**config.mk**
```make
export PLATFORM = sky130hd
export DESIGN_NAME = dds_phase_gen
export DESIGN_NICKNAME = d
export VERILOG_FILES = /design/src/rtl/dds_pkg.sv /design/src/rtl/dds_lfsr16.sv /design/src/rtl/dds_phase_gen.sv
export SDC_FILE = /design/constraint.sdc
export NUM_CORES = 1
export LEC_CHECK = 0
export CORE_MARGIN = 2
export CORE_UTILIZATION = 55
export DETAILED_ROUTE_END_ITERATION = 6
export PLACE_DENSITY = 0.76
export SETUP_SLACK_MARGIN = 0.2
export SLEW_MARGIN = 10
export SYNTH_ARGS = -nofsm -noshare
export SYNTH_HDL_FRONTEND = slang
export SYNTH_SLANG_ARGS = --single-unit
```
**constraint.sdc**
```tcl
create_clock -name clk -period 7 [get_ports clk]
set_input_delay 1.4 -clock clk [delete_from_list [all_inputs] [get_ports clk]]
set_output_delay 1.4 -clock clk [all_outputs]
set_load 0.05 [all_outputs]
```
**src/rtl/dds_pkg.sv**
```systemverilog
// dds_pkg: shared widths, FSM state encoding and LFSR constants for the DDS phase generator.
package dds_pkg;
    localparam int FREQ_WORD_WIDTH  = 24;
    localparam int PHASE_WORD_WIDTH = 8;
    localparam int BITWIDTH         = 16;
    typedef enum logic [1:0] {IDLE, RUN, SWEEP} state_t;
    // Galois form of x^16+x^14+x^13+x^11+1, right-shifting
    localparam logic [15:0] LFSR_SEED = 16'hACE1;
    localparam logic [15:0] LFSR_TAPS = 16'hB400;
endpackage

```
**src/rtl/dds_lfsr16.sv**
```systemverilog
// dds_lfsr16: 16-bit Galois LFSR with enable and seed load; reset reloads the package seed.
import dds_pkg::*;
module dds_lfsr16 (
    input  logic        clk,
    input  logic        rst,
    input  logic        i_en,
    input  logic        i_load,
    input  logic [15:0] i_seed,
    output logic [15:0] o_state
);
    logic [15:0] r_lfsr;
    always_ff @(posedge clk or posedge rst) begin
        if (rst)
            r_lfsr <= LFSR_SEED;
        else if (i_load)
            r_lfsr <= i_seed;
        else if (i_en)
            r_lfsr <= (r_lfsr >> 1) ^ (r_lfsr[0] ? LFSR_TAPS : 16'h0000);
    end
    assign o_state = r_lfsr;
endmodule

```
**src/rtl/dds_phase_gen.sv**
```systemverilog
// dds_phase_gen: phase-coherent DDS phase accumulator with per-wrap linear frequency sweep.
// Defining DDS_PHASE_DITHER_EN adds LFSR dither to the address path only.
import dds_pkg::*;
module dds_phase_gen #(
    parameter int ACC_WIDTH   = FREQ_WORD_WIDTH,
    parameter int PHASE_WIDTH = PHASE_WORD_WIDTH,
    parameter int STEP_WIDTH  = BITWIDTH
) (
    input  logic                   clk,
    input  logic                   rst,
    input  logic                   en,
    input  logic                   cfg_valid,
    output logic                   cfg_ready,
    input  logic [ACC_WIDTH-1:0]   cfg_freq,
    input  logic [PHASE_WIDTH-1:0] cfg_phase,
    input  logic                   cfg_sweep,
    input  logic [STEP_WIDTH-1:0]  sweep_step,
    input  logic [ACC_WIDTH-1:0]   sweep_stop,
    output logic [PHASE_WIDTH-1:0] addr,
    output logic                   addr_valid,
    output logic                   wrap,
    output logic                   sweep_done
);
    state_t r_state, w_next;
    logic [ACC_WIDTH-1:0]   r_acc, r_freq, r_stop, r_sh_freq, r_sh_stop;
    logic [STEP_WIDTH-1:0]  r_step, r_sh_step;
    logic [PHASE_WIDTH-1:0] r_phase, r_sh_phase, r_addr;
    logic                   r_sh_sweep, r_pending, r_arm, r_addr_valid, r_wrap, r_sweep_done;
    logic [ACC_WIDTH:0]     w_sum, w_nf;
    logic [ACC_WIDTH-1:0]   w_sweep_freq, w_addr_acc;
    logic                   w_active, w_carry, w_xfer, w_apply, w_arm, w_sweep_hit, w_done;

    assign w_active     = (r_state != IDLE) && en;
    assign w_sum        = {1'b0, r_acc} + {1'b0, r_freq};
    assign w_carry      = w_active && w_sum[ACC_WIDTH];
    assign w_xfer       = cfg_valid && !r_pending;
    assign w_apply      = r_pending && ((r_state == IDLE) || w_carry);
    assign w_arm        = w_apply ? r_sh_sweep : r_arm;
    // one extra bit keeps freq + step from wrapping before the clamp
    assign w_nf         = {1'b0, r_freq} + (ACC_WIDTH+1)'(r_step);
    assign w_sweep_freq = (w_nf >= {1'b0, r_stop}) ? r_stop : w_nf[ACC_WIDTH-1:0];
    assign w_sweep_hit  = (r_state == SWEEP) && w_carry && !r_pending;
    assign w_done       = w_sweep_hit && (w_sweep_freq == r_stop);

`ifdef DDS_PHASE_DITHER_EN
    localparam logic [ACC_WIDTH-1:0] DITHER_MASK = {{PHASE_WIDTH{1'b0}}, {(ACC_WIDTH-PHASE_WIDTH){1'b1}}};
    logic [15:0] w_lfsr;
    dds_lfsr16 u_lfsr (
        .clk     (clk),
        .rst     (rst),
        .i_en    (r_state != IDLE),
        .i_load  (1'b0),
        .i_seed  (LFSR_SEED),
        .o_state (w_lfsr)
    );
    assign w_addr_acc = r_acc + (ACC_WIDTH'(w_lfsr) & DITHER_MASK);
`else
    assign w_addr_acc = r_acc;
`endif

    always_comb begin
        w_next = r_state;
        if (r_state == IDLE)
            w_next = en ? (w_arm ? SWEEP : RUN) : IDLE;
        else if (!en)
            w_next = IDLE;
        else if (w_apply)
            w_next = r_sh_sweep ? SWEEP : RUN;
        else if (w_done)
            w_next = RUN;
    end

    always_ff @(posedge clk or posedge rst) begin
        if (rst)
            r_state <= IDLE;
        else
            r_state <= w_next;
    end

    always_ff @(posedge clk or posedge rst) begin
        if (rst) begin
            r_acc        <= '0;
            r_freq       <= '0;
            r_phase      <= '0;
            r_step       <= '0;
            r_stop       <= '0;
            r_sh_freq    <= '0;
            r_sh_phase   <= '0;
            r_sh_sweep   <= 1'b0;
            r_sh_step    <= '0;
            r_sh_stop    <= '0;
            r_pending    <= 1'b0;
            r_arm        <= 1'b0;
            r_addr       <= '0;
            r_addr_valid <= 1'b0;
            r_wrap       <= 1'b0;
            r_sweep_done <= 1'b0;
        end else begin
            if (w_active)
                r_acc <= w_sum[ACC_WIDTH-1:0];
            r_addr       <= w_addr_acc[ACC_WIDTH-1 -: PHASE_WIDTH] + r_phase;
            r_addr_valid <= (r_state != IDLE);
            r_wrap       <= w_carry;
            r_sweep_done <= w_done;
            r_arm        <= w_done ? 1'b0 : w_arm;
            if (w_xfer) begin
                r_sh_freq  <= cfg_freq;
                r_sh_phase <= cfg_phase;
                r_sh_sweep <= cfg_sweep;
                r_sh_step  <= sweep_step;
                r_sh_stop  <= sweep_stop;
            end
            // capture needs !pending and apply needs pending, so they never collide
            r_pending <= w_xfer || (r_pending && !w_apply);
            if (w_apply) begin
                r_freq  <= r_sh_freq;
                r_phase <= r_sh_phase;
                r_step  <= r_sh_step;
                r_stop  <= r_sh_stop;
            end else if (w_sweep_hit)
                r_freq <= w_sweep_freq;
        end
    end

    assign cfg_ready  = !r_pending;
    assign addr       = r_addr;
    assign addr_valid = r_addr_valid;
    assign wrap       = r_wrap;
    assign sweep_done = r_sweep_done;
endmodule

```
Yosys cells after proc, flatten, opt, wreduce, memory -nomap -nowiden
Index checks and enable logic that the tools add are counted.
{"block": "totals", "ff_bits": 184, "input_bits": 77, "elab_cells": 51}
{"block": "op_classes", "n_reduce_logical": 15, "n_addsub": 3, "magnitude_cmp": 1, "n_mux": 12, "eq_ne": 3}
{"cell": "2-to-1 mux 24 bit", "n": 3}
{"cell": "adder 24 x 16 -> 25 bit", "n": 1}
{"cell": "adder 24 x 24 -> 25 bit", "n": 1}
{"cell": "greater-or-equal comparator 25 x 24 -> 1 bit", "n": 1}
{"cell": "== test 24 bit", "n": 1}
{"cell": "2-to-1 mux 2 bit", "n": 7}
{"cell": "adder 8 bit", "n": 1}
{"cell": "logical AND 1 bit", "n": 8}
{"cell": "!= test 4 x 1 -> 1 bit (second input constant)", "n": 1}
{"cell": "nonzero test 2 bit", "n": 2}
{"cell": "== test 2 bit (second input constant)", "n": 1}
{"cell": "zero test 1 bit", "n": 2}
{"cell": "zero test 2 bit", "n": 1}
{"cell": "logical OR 1 bit", "n": 2}
{"cell": "2-to-1 mux 1 bit", "n": 2}

Logic depth before layout (Yosys ltp)
{"block": "logic_depth", "ltp_word": 10, "mapped_depth": 21}

Least setup slack after synthesis
Ideal clock, no wire load.
{"block": "synth_path", "path_kind": "register -> register", "start": "register r_freq[0]", "end": "register r_freq[1]", "path_stages_with_launch": 20, "arrival_time_ps": 3926, "setup_time_ps": 133, "t_required_ps": 6867, "setup_slack_ps": 2941, "path_cell_list": "dfrtp_1 ha_1 fa_1 a211o_1 and4b_4 o2111ai_4 a32oi_1 xor2_1 ha_1 a21oi_1 nor2b_1 o21ai_0 nand2b_1 a211oi_1 o21ai_0 a21oi_4 clkbuf_1 nor2_1 a21oi_1 o21ai_0"}
{"block": "synth_between", "elab_chain_cells": 5, "word_cells_on_any_way": 12}
{"item": "start, declared", "line": "dds_phase_gen.sv:25", "rtl": "logic [ACC_WIDTH-1:0] r_acc, r_freq, r_stop, r_sh_freq, r_sh_stop;"}
{"item": "start signal, assigned", "line": "dds_phase_gen.sv:116", "rtl": "r_freq <= r_sh_freq;"}
{"item": "start signal, assigned", "line": "dds_phase_gen.sv:121", "rtl": "r_freq <= w_sweep_freq;"}
{"item": "adder 24 x 16 -> 25 bit / adder 24 x 24 -> 25 bit (equally long branches)", "line": "dds_phase_gen.sv:40, dds_phase_gen.sv:34"}
{"item": "greater-or-equal comparator 25 x 24 -> 1 bit / logical AND 1 bit (equally long branches)", "line": "dds_phase_gen.sv:41, dds_phase_gen.sv:35"}
{"item": "2-to-1 mux 24 bit, or another cell as far along", "line": "dds_phase_gen.sv:41", "rtl": "assign w_sweep_freq = (w_nf >= {1'b0, r_stop}) ? r_stop : w_nf[ACC_WIDTH-1:0];"}
{"item": "2-to-1 mux 24 bit, or another cell as far along", "line": "dds_phase_gen.sv:120", "rtl": "end else if (w_sweep_hit)"}
{"item": "2-to-1 mux 24 bit / nonzero test 2 bit (equally long branches)"}
Parallel ways exist; a longest one is shown, timed or not. The select of a mux whose other input is x is not followed.
A chain may end at the register's enable or synchronous reset.

Final worst setup path
{"block": "layout_path", "start": "register r_freq[7]", "end": "register r_state[0]"}
{"block": "layout_between", "word_cells_on_any_way": 18}
{"item": "adder 24 x 16 -> 25 bit / adder 24 x 24 -> 25 bit (equally long branches)", "line": "dds_phase_gen.sv:40, dds_phase_gen.sv:34"}
{"item": "greater-or-equal comparator 25 x 24 -> 1 bit / logical AND 1 bit (equally long branches)", "line": "dds_phase_gen.sv:41, dds_phase_gen.sv:35"}
{"item": "2-to-1 mux 24 bit / logical AND 1 bit (equally long branches)", "line": "dds_phase_gen.sv:41, dds_phase_gen.sv:42"}
{"item": "== test 24 bit / logical AND 1 bit (equally long branches)", "line": "dds_phase_gen.sv:43, dds_phase_gen.sv:42"}
{"item": "logical AND 1 bit (*)", "line": "dds_phase_gen.sv:43", "rtl": "assign w_done = w_sweep_hit && (w_sweep_freq == r_stop);"}
{"item": "via w_done", "line": "dds_phase_gen.sv:31", "rtl": "logic w_active, w_carry, w_xfer, w_apply, w_arm, w_sweep_hit, w_done;"}
{"item": "!= test 4 x 1 -> 1 bit (no source line) (*)"}
{"item": "end signal, assigned", "line": "dds_phase_gen.sv:77", "rtl": "r_state <= w_next;"}
{"item": "end, declared", "line": "dds_phase_gen.sv:24", "rtl": "state_t r_state, w_next;"}
The timed path passes the listed nets; every way through them passes the cells marked *.

==> run_results.csv <==
group,metric,value,unit
clocking,cts.reportedPaths.clkPinSlew,70,ps
placement,detailed_place_hpwl,19500,um
sta,fin_crit,5080,ps
sta,finalHoldViolations,0,
logic_synthesis,count_of_synthesis_stage_warnings_from_yosys,0,
outcome,status,"finished, final reports clean",
clocking,postCtsHoldBufs,0,
sta,final_min_period_over_clock_period,72.6,%
finish,growth_of_design_area_from_synthesis_to_finish,15.5,%
critical_path,worst_r2r_startpoint,"r_freq[7]",
min_path,whs_path_depth,2,
sta,max_slew_violation_count,0,
grt,antenna_found_initial,0,
job,max-cap-violations,0,
critical_path,cells_along_the_critical_path,"ha_1 > and3_4 > nand3_1 > o211ai_1 > a32oi_1 > a31oi_1 > xor2_1 > ha_1 > nor2b_1 > o21ai_0 > nand2b_1 > a211oi_1 > o21ai_0 > a21oi_4 > buf_4 > a21oi_2 > o311a_1",
sta,maxSlewHeadroom,22.1,%
grt,grt_start_max_net_pins,98,
grt,total_track_usage,26.9,%
finish,antenna_diode_count,0,
grt,via_count_of_the_first_global_routing_pass,8017,
sta,finalWorstSetupSlack,1920,ps
logic_synthesis,synth_async_sr_flop_share,100,%
critical_path,worst_path_max_delay_cell,"o211ai_1",
critical_path,cp_top_family,"compound AO/OA/AOI/OAI gates",
logic_synthesis,yosysUniqueCellTypes,69,
clocking,clock_insertion_delay_worst_skew,430,ps
logic_synthesis,synth_edf_count,0,
detailed_routing,viasPerCell,5.89,
placement,preCtsSetupSlack,2090,ps
clocking,post_cts_buffers,0,
die,placement_rows,50,
critical_path,path_max_fanout,44,
clocking,post_cts.resized_instances,0,
placement,gp_routability_congestion,0.963,
sta,setup_viol,0,
logic_synthesis,synth.area.top_cells,"dfrtp_1 43%, ha_1 8.3%, mux2_2 7.9%",
detailed_routing,drt.antenna.violating_nets,0,
critical_path,worstSetupEndpointType,"flip-flop",
critical_path,setup.worst_path.start_class,"flip-flop",
critical_path,r2r_end,"r_state[0]",
sta,worst-slew-pin-transition,1170,ps
clocking,cts_tree,"yes",
logic_synthesis,yosysSeqAreaShare,43.2,%
logic_synthesis,mappedNetlistArea,10700,um2
critical_path,setup.worst_path.class,"reg2reg",
detailed_routing,drt_first_iter_violations,713,
min_path,hold_path_class,"reg2reg",
finish,finish.net_count,1303,
die,initial_core_util,56.5,%
critical_path,depth_of_the_worst_register_to_register_path,17,
critical_path,crit_required,7320,ps
logic_synthesis,most_common_cell_in_the_netlist,"dfrtp_1",
clocking,cts-root-buf,"clkbuf_16",
logic_synthesis,synthFlopType,"dfrtp_1",
detailed_routing,postRouteWirelength,26400,um
logic_synthesis,netlist_instances,1088,
sta,finClkSkew,8.41,ps
detailed_routing,detail_route.drc_violations,0,
sta,setup_repair_after_global_routing_missed_its_margin,"no",
die,die_w,143,um
logic_synthesis,netlist.area_leader.share,43.2,%
logic_synthesis,synthDominantAreaCellType,"dfrtp_1",
grt,grt_first_pass_wirelength,42800,um
critical_path,critical_path.n_buffers_inverters,1,
clocking,max-clock-path-buffers,2,
die,die_h,143,um
logic_synthesis,synth_fp_nets,1239,
detailed_routing,detailedRoute.firstPassIterationCount,5,
critical_path,worst-r2r-setup-slack,1920,ps
clocking,clock_sinks,184,
placement,port-buffer-count,88,
min_path,hold_path.startpoint,"r_sh_stop[0]",
finish,layout-drive-gt1-share,11.4,%
min_path,min_delay_worst_endpoint,"r_stop[0]",
clocking,cts_htree_levels,4,
sta,finalHoldWorstSlack,468,ps
sta,maxClockFrequency,197,MHz
die,number_of_top_level_pins,89,
logic_synthesis,ys_seq_elements,184,
critical_path,critPathMaxStageDelay,500,ps
die,die_area,20500,um2
detailed_routing,vias,8399,
grt,grt_ovf,0,
critical_path,worst_ep_arrival_time,5400,ps
sta,final.setup.tns,0,ps
die,core_region_area,18900,um2
finish,fin_util,65.2,%
clocking,cts-buffers-inserted,17,
critical_path,worstSetupStartpoint,"r_freq[7]",
logic_synthesis,ys_top_cells_by_count,"184 x dfrtp_1, 149 x nand2_1, 95 x o21ai_0",
detailed_routing,avgRoutedWirePerCell,18.6,um
logic_synthesis,synth.avg_cell_area,9.80,um2
## state kept, by name (all words and copies together) (netlist names), 2 cells and up
register and flops:
r_acc 24, r_freq 24, r_sh_freq 24, r_sh_stop 24, r_stop 24, r_sh_step 16, r_step 16, addr 8
r_phase 8, r_sh_phase 8, r_state 2
## placed cells by master, fill, tap and decap left out, types with 7 or more instances in the layout
cell,synthesis,routed
dfrtp_1,184,184
ha_1,71,71
xnor2_1,41,41
nor2_1,53,53
nor3_1,7,7
clkbuf_16,0,17
clkdlybuf4s50_1,0,88
o21ai_0,95,95
nand3_1,15,15
nand4_1,15,15
a21o_1,21,21
buf_4,0,8
a22oi_1,23,23
a21oi_1,68,67
nand2_1,149,149
o21a_1,11,11
xor2_1,28,28
mux2_2,75,75
inv_1,52,51
## cells by family after synthesis
kind of cell	synth area share, %
adders and majority gates	8.89
AOI/OAI and AO/OA	17.6
muxes	8.39
xor gates and xnor gates	5.88
DFF	43.2
buffers and inverters	3.82
and+or+nand+nor	12.2
## worst max path at each step
stage | endpoint | slack, ps | depth (start not counted)
6_report | r_state[0] | 1920 | 17
3_5_place_dp | r_state[0] | 2090 | 17
4_1_cts | r_state[0] | 2040 | 17
3_3_place_gp | r_state[0] | 2060 | 17
2_1_floorplan | addr[0] | 600 | 1
5_1_grt | r_state[0] | 1620 | 17
## metal layers
| metal | track usage, % | part of all wire [%] |
|---|---|---|
| met5 | 0 | 0 |
| met3 | 3.79 | 5.4 |
| met1 | 39.8 | 47 |
| met4 | 8.20 | 2.2 |
| met2 | 41.3 | 46 |
## worst min-delay path, stage by stage, from the launching register on
cell and delay, ps:
dfrtp_1 340, nand2_1 50, nand2_1 50
## metrics by stage
step / cell area [um2] / instances
floorplan: 10700 / 1088
global placement: 11700 / 1393
detailed placement: 11700 / 1393
CTS: 12300 / 1425
global route: 12300 / 1425
finish: 12300 / 1425
## layout make-up
class / instances / area [um2]
clock buffers: 20 / 457
fillers: 1597 / 6580
repair buffers: 96 / 941
inverters: 52 / 200
well taps: 260 / 325
flip-flops and latches: 184 / 4600
multi-input cells: 801 / 5670
clock inverters: 12 / 115
Power is not shown: default switching activity piles up to over one toggle a cycle in this logic, so the estimate is an artifact.
